[src/rtl/wb_stage_pkg.sv]
// Shared widths and FSM state encoding for the writeback stage.
package wb_stage_pkg;
    localparam int DW    = 32;
    localparam int AW    = 5;
    localparam int NREGS = 32;

    typedef enum logic {
        INIT = 1'b0,
        RUN  = 1'b1
    } wb_state_t;
endpackage

[src/rtl/wb_mux.sv]
// Writeback data select plus register-0 write suppression (combinational).
module wb_mux #(
    parameter int DW = wb_stage_pkg::DW,
    parameter int AW = wb_stage_pkg::AW
) (
    input  logic          mwreg,
    input  logic          mm2reg,
    input  logic [AW-1:0] mrn,
    input  logic [DW-1:0] malu,
    input  logic [DW-1:0] mmo,
    output logic          we,
    output logic [DW-1:0] data
);
    assign we   = mwreg && (mrn != '0);
    assign data = mm2reg ? mmo : malu;
endmodule

[src/rtl/wb_stage.sv]
// Writeback stage: clears the register file after reset, then registers
// MEM-stage results onto the register-file write port and counts retirements.
module wb_stage #(
    parameter int DW    = wb_stage_pkg::DW,
    parameter int AW    = wb_stage_pkg::AW,
    parameter int NREGS = wb_stage_pkg::NREGS
) (
    input  logic          clk,
    input  logic          clrn,
    input  logic          mvalid,
    input  logic          mwreg,
    input  logic          mm2reg,
    input  logic [AW-1:0] mrn,
    input  logic [DW-1:0] malu,
    input  logic [DW-1:0] mmo,
    output logic          wb_ready,
    output logic          wreg,
    output logic [AW-1:0] wn,
    output logic [DW-1:0] wdata,
    output logic          init_done,
    output logic [31:0]   retired
);
    import wb_stage_pkg::*;

    wb_state_t     state;
    logic [AW-1:0] index;
    logic          mux_we;
    logic [DW-1:0] mux_data;

    wb_mux #(.DW(DW), .AW(AW)) u_mux (
        .mwreg  (mwreg),
        .mm2reg (mm2reg),
        .mrn    (mrn),
        .malu   (malu),
        .mmo    (mmo),
        .we     (mux_we),
        .data   (mux_data)
    );

    assign wb_ready  = (state == RUN);
    assign init_done = (state == RUN);

    always_ff @(posedge clk or negedge clrn) begin
        if (!clrn) begin
            state   <= INIT;
            index   <= AW'(1);
            wreg    <= 1'b0;
            wn      <= '0;
            wdata   <= '0;
            retired <= '0;
        end else begin
            case (state)
                INIT: begin
                    // Register 0 is hardwired, so the sweep covers 1..NREGS-1.
                    wreg  <= 1'b1;
                    wn    <= index;
                    wdata <= '0;
                    index <= index + AW'(1);
                    if (index == AW'(NREGS - 1))
                        state <= RUN;
                end
                RUN: begin
                    if (mvalid) begin
                        wreg    <= mux_we;
                        wn      <= mrn;
                        wdata   <= mux_data;
                        retired <= retired + 32'd1;
                    end else begin
                        wreg <= 1'b0;
                    end
                end
                default: state <= INIT;
            endcase
        end
    end
endmodule

[config.mk]
export PLATFORM = sky130hd
export DESIGN_NAME = wb_stage
export DESIGN_NICKNAME = d
export VERILOG_FILES = /design/src/rtl/wb_stage_pkg.sv /design/src/rtl/wb_mux.sv /design/src/rtl/wb_stage.sv
export SDC_FILE = /design/constraint.sdc
export NUM_CORES = 1
export LEC_CHECK = 0
export BUFFER_PORTS_ARGS = -buffer_cell sky130_fd_sc_hd__buf_2
export CORE_ASPECT_RATIO = 1.75
export CORE_MARGIN = 4
export CORE_UTILIZATION = 40
export CTS_BUF_LIST = sky130_fd_sc_hd__clkbuf_16
export DETAILED_ROUTE_END_ITERATION = 10
export PLACE_DENSITY = 0.74
export SLEW_MARGIN = 20
export SYNTH_ARGS = -nofsm -noshare
export SYNTH_HDL_FRONTEND = slang
export SYNTH_SLANG_ARGS = --single-unit
[constraint.sdc]
create_clock -name clk -period 1.4 [get_ports clk]
set_clock_uncertainty 0.05 [all_clocks]
set_input_delay 0.42 -clock clk [delete_from_list [all_inputs] [get_ports clk]]
set_output_delay 0.42 -clock clk [all_outputs]
set_load 0.05 [all_outputs]
==> flow_metrics.tcl <==
set metrics [dict create \
    cts_sinks 76 \
    min_period_over_period_pct 117.9 \
    hold_path_class "input pin to flip-flop" \
    area_growth_syn_to_layout_pct 72.83 \
    cp_top_family "simple AND/OR/NAND/NOR gates" \
    wire_per_inst_um 16.89 \
    path_max_fanout 4 \
    cpMaxStageDelayCell "dfrtp_2" \
    yosysMostFrequentCell "dfrtp_1" \
    cts_tree "done" \
    rr_worst_depth 5 \
    setup_viol 52 \
    viasPerCell 5.134 \
    ys.flop_type "dfrtp_1" \
    maxCapViolations 0 \
    antenna_found_initial 0 \
    cts_buffer_depth 2 \
    hold_violations 0 \
    rsz0062_at_grt "true" \
    use_met1_pct 22.10 \
    synth_common_cells "dfrtp_1 (75), nand2_1 (47), mux2i_1 (37), o211a_1 (32), xnor2_1 (25)" \
    worstPathRequired_ns 1.60 \
    syn_inst 318 \
    max_stage_delay_ns 0.39 \
    ys_warn_count 0 \
    fin_ws_ns -0.2508 \
    avgSynthCellArea_um2 11.63 \
    seq_area_mm2 0.001932 \
    critical_path.cell_chain "nand4_1, nor4_4, buf_4, nor3b_2, xor2_1" \
    multi_input_area_mm2 0.001853 \
    rows 46 \
    drtIter0Drc 170 \
    grt_pass1_vias 3592 \
    die_h_um 135.2 \
    worstPathArrival_ns 1.85 \
    synth_top_area_share_pct 50.76 \
    drc_errors 0 \
    dieArea_mm2 0.01091 \
    hold_slack_ns 0.2886 \
    num-nets-final 629 \
    drt_first_pass_iters 4 \
    worstSetupStartpointType "flip-flop" \
    grt_pass1_wl_mm 17.52 \
    grt_usage_pct 20.86 \
    synth_area_mm2 0.003697 \
    wirelength_mm 11.44 \
    cp_num_buf_inv 1 \
    violations "negative setup slack" \
    yosysTopAreaCell "dfrtp_1" \
    grt_use_met3_pct 6.258 \
    hpwlAfterDp_mm 7.576 \
    leakage_nw 3.285 \
    h-tree-depth 3 \
    fp.dieW_um 80.68 \
    power_density_mw_per_mm2 1107 \
    fin_crit_ns 1.651 \
    power_mw 7.073 \
    met2_usage_pct 37.27 \
    seq_area_frac_synth_pct 51.47 \
    ys_seq_elements 76 \
    initial_utilization_pct 40.92 \
    setup_tns_ns -5.666 \
    synth_edf_count 0 \
    holdPathStages 3 \
    cts_buffers 9 \
    worst_pin_slew_ns 0.2788 \
    slew_violations 0 \
    grt-busiest-layer "met2" \
    worstSetupPathType "flip-flop to flip-flop" \
    outcome "finished with violations" \
    core_mm2 0.009036 \
    postSynth.asyncResetShare_pct 100.0 \
    clk_pin_slew_ns 0.06 \
    insertion_delay_ns 0.33 \
    place.gp.congestion 0.8519 \
    io_pins 146 \
    num_antenna_cells 0 \
    overflow 0 \
    grt_max_degree 55 \
    io_buffers 145 \
    syn-num-nets 395 \
    cp.depth 5 \
    netlist-cell-type-count 33 \
    vias 3476 \
    fmax_mhz 605.8 \
    max_slew_margin_pct 81.27 \
    ir_worst_vdd_uv 792.9 \
    root_buffer "clkbuf_16" \
    synthTopCellsByArea "dfrtp_1 (51%), mux2i_1 (10%), o211a_1 (8.7%), xnor2_1 (5.9%), nand2_1 (4.8%)" \
    setup.worst_path.end_class "flip-flop" \
    ant_nets 0 \
    n_fill_cell 623 \
    drive_gt1_share_pct 55.12 \
]
## logic make-up (layout without fill, tap and decap cells)
group,Yosys count,after routing,synth area share [%]
and+or+nand+nor,107,107,16.65
DFF,76,76,51.47
muxes,40,40,10.93
AOI/OAI and AO/OA,38,38,9.543
xor gates and xnor gates,34,34,8.054
buffers and inverters,20,259,2.335
adders and majority gates,3,3,1.015
## cells in the final DEF (no fill, tap or decap), types with 3 or more instances in the layout
master,netlist,layout
xnor2_1,25,25
dfrtp_1,75,52
buf_6,0,53
nor4_4,2,3
and4_1,6,6
buf_12,0,8
ha_4,0,3
a21oi_1,5,5
nand3_1,7,5
nor2_1,10,7
buf_2,6,72
clkbuf_16,0,10
and3_1,7,6
clkinvlp_4,0,3
dfrtp_2,0,23
nand4_1,12,12
buf_8,0,26
buf_4,1,81
o211a_1,32,32
xor2_1,9,9
mux2i_1,37,37
nand2_1,47,47
## area by class of cell
class                      count  share of cell area (%)
tap                          120                   2.350
multi-input combinational    222                   29.00
timing repair buffer         242                   33.66
inverter                       1                 0.05874
sequential                    76                   30.23
clock inverter                 7                   1.175
clock buffer                   9                   3.525
## through the flow
| step | cells | utilization (%) | instance area (um^2) | setup WS, ns |
|---|---|---|---|---|
| 4_1_cts | 667 | 67.92 | 6137 | -0.1945 |
| 3_3_place_gp | 619 | 55.93 | 5054 | -0.1563 |
| 5_1_grt | 677 | 70.71 | 6390 | -0.3227 |
| 2_1_floorplan | 318 | - | 3801 | -0.2640 |
| 6_report | 677 | 70.71 | 6390 | -0.2508 |
| 3_5_place_dp | 619 | 55.93 | 5054 | -0.2381 |
## worst register-to-register path: stages, from the launching register on
cell and delay (ns):
dfrtp_2 0.39, nand4_1 0.23, nor4_4 0.33, buf_4 0.18, nor3b_2 0.19, xor2_1 0.19
## per-layer routing
metal	vias up	wire [um]
li1	1613	-
met1	1665	3916
met2	166	6141
met3	32	1034
met4	0	343
met5	-	0
## flip-flops by register name, indices dropped and copies added (netlist names)
signal and cells:
init_done 1, wn 5, retired 32, index 5, wreg 1, wdata 32
## where the power goes
group / switching [mW] / internal (mW)
Combinational: 1.23 / 0.973
Sequential: 0.162 / 2.40
Clock: 0.921 / 1.39
Total: 2.32 / 4.76
## worst paths after layout
| check | from | slack [ns] | to |
|---|---|---|---|
| min in group asynchronous | clrn | 0.47 | wdata[5]$_DFFE_PN0P_ |
| max | retired[2]$_DFFE_PN0P_ | -0.25 | retired[20]$_DFFE_PN0P_ |
| min reg2reg | wdata[14]$_DFFE_PN0P_ | 0.45 | wdata[14]$_DFFE_PN0P_ |
| min | mwreg | 0.29 | wreg$_DFF_PN0_ |
| max in group asynchronous | clrn | 0.32 | index[0]$_DFFE_PN1N_ |
| max reg2reg | retired[2]$_DFFE_PN0P_ | -0.25 | retired[20]$_DFFE_PN0P_ |
## what timing repair did
action | in CTS | in global routing
setup buffers | 32 | 11
endpoints found under the setup margin | 96 | 81
pin swaps | 12 | 14
hold buffers | 1 | 0
cloned | 0 | 1
hold endpoints to repair | 14 | 0
gates resized for setup | 164 | 42
Note: power is estimated with default switching activity, not from simulation.
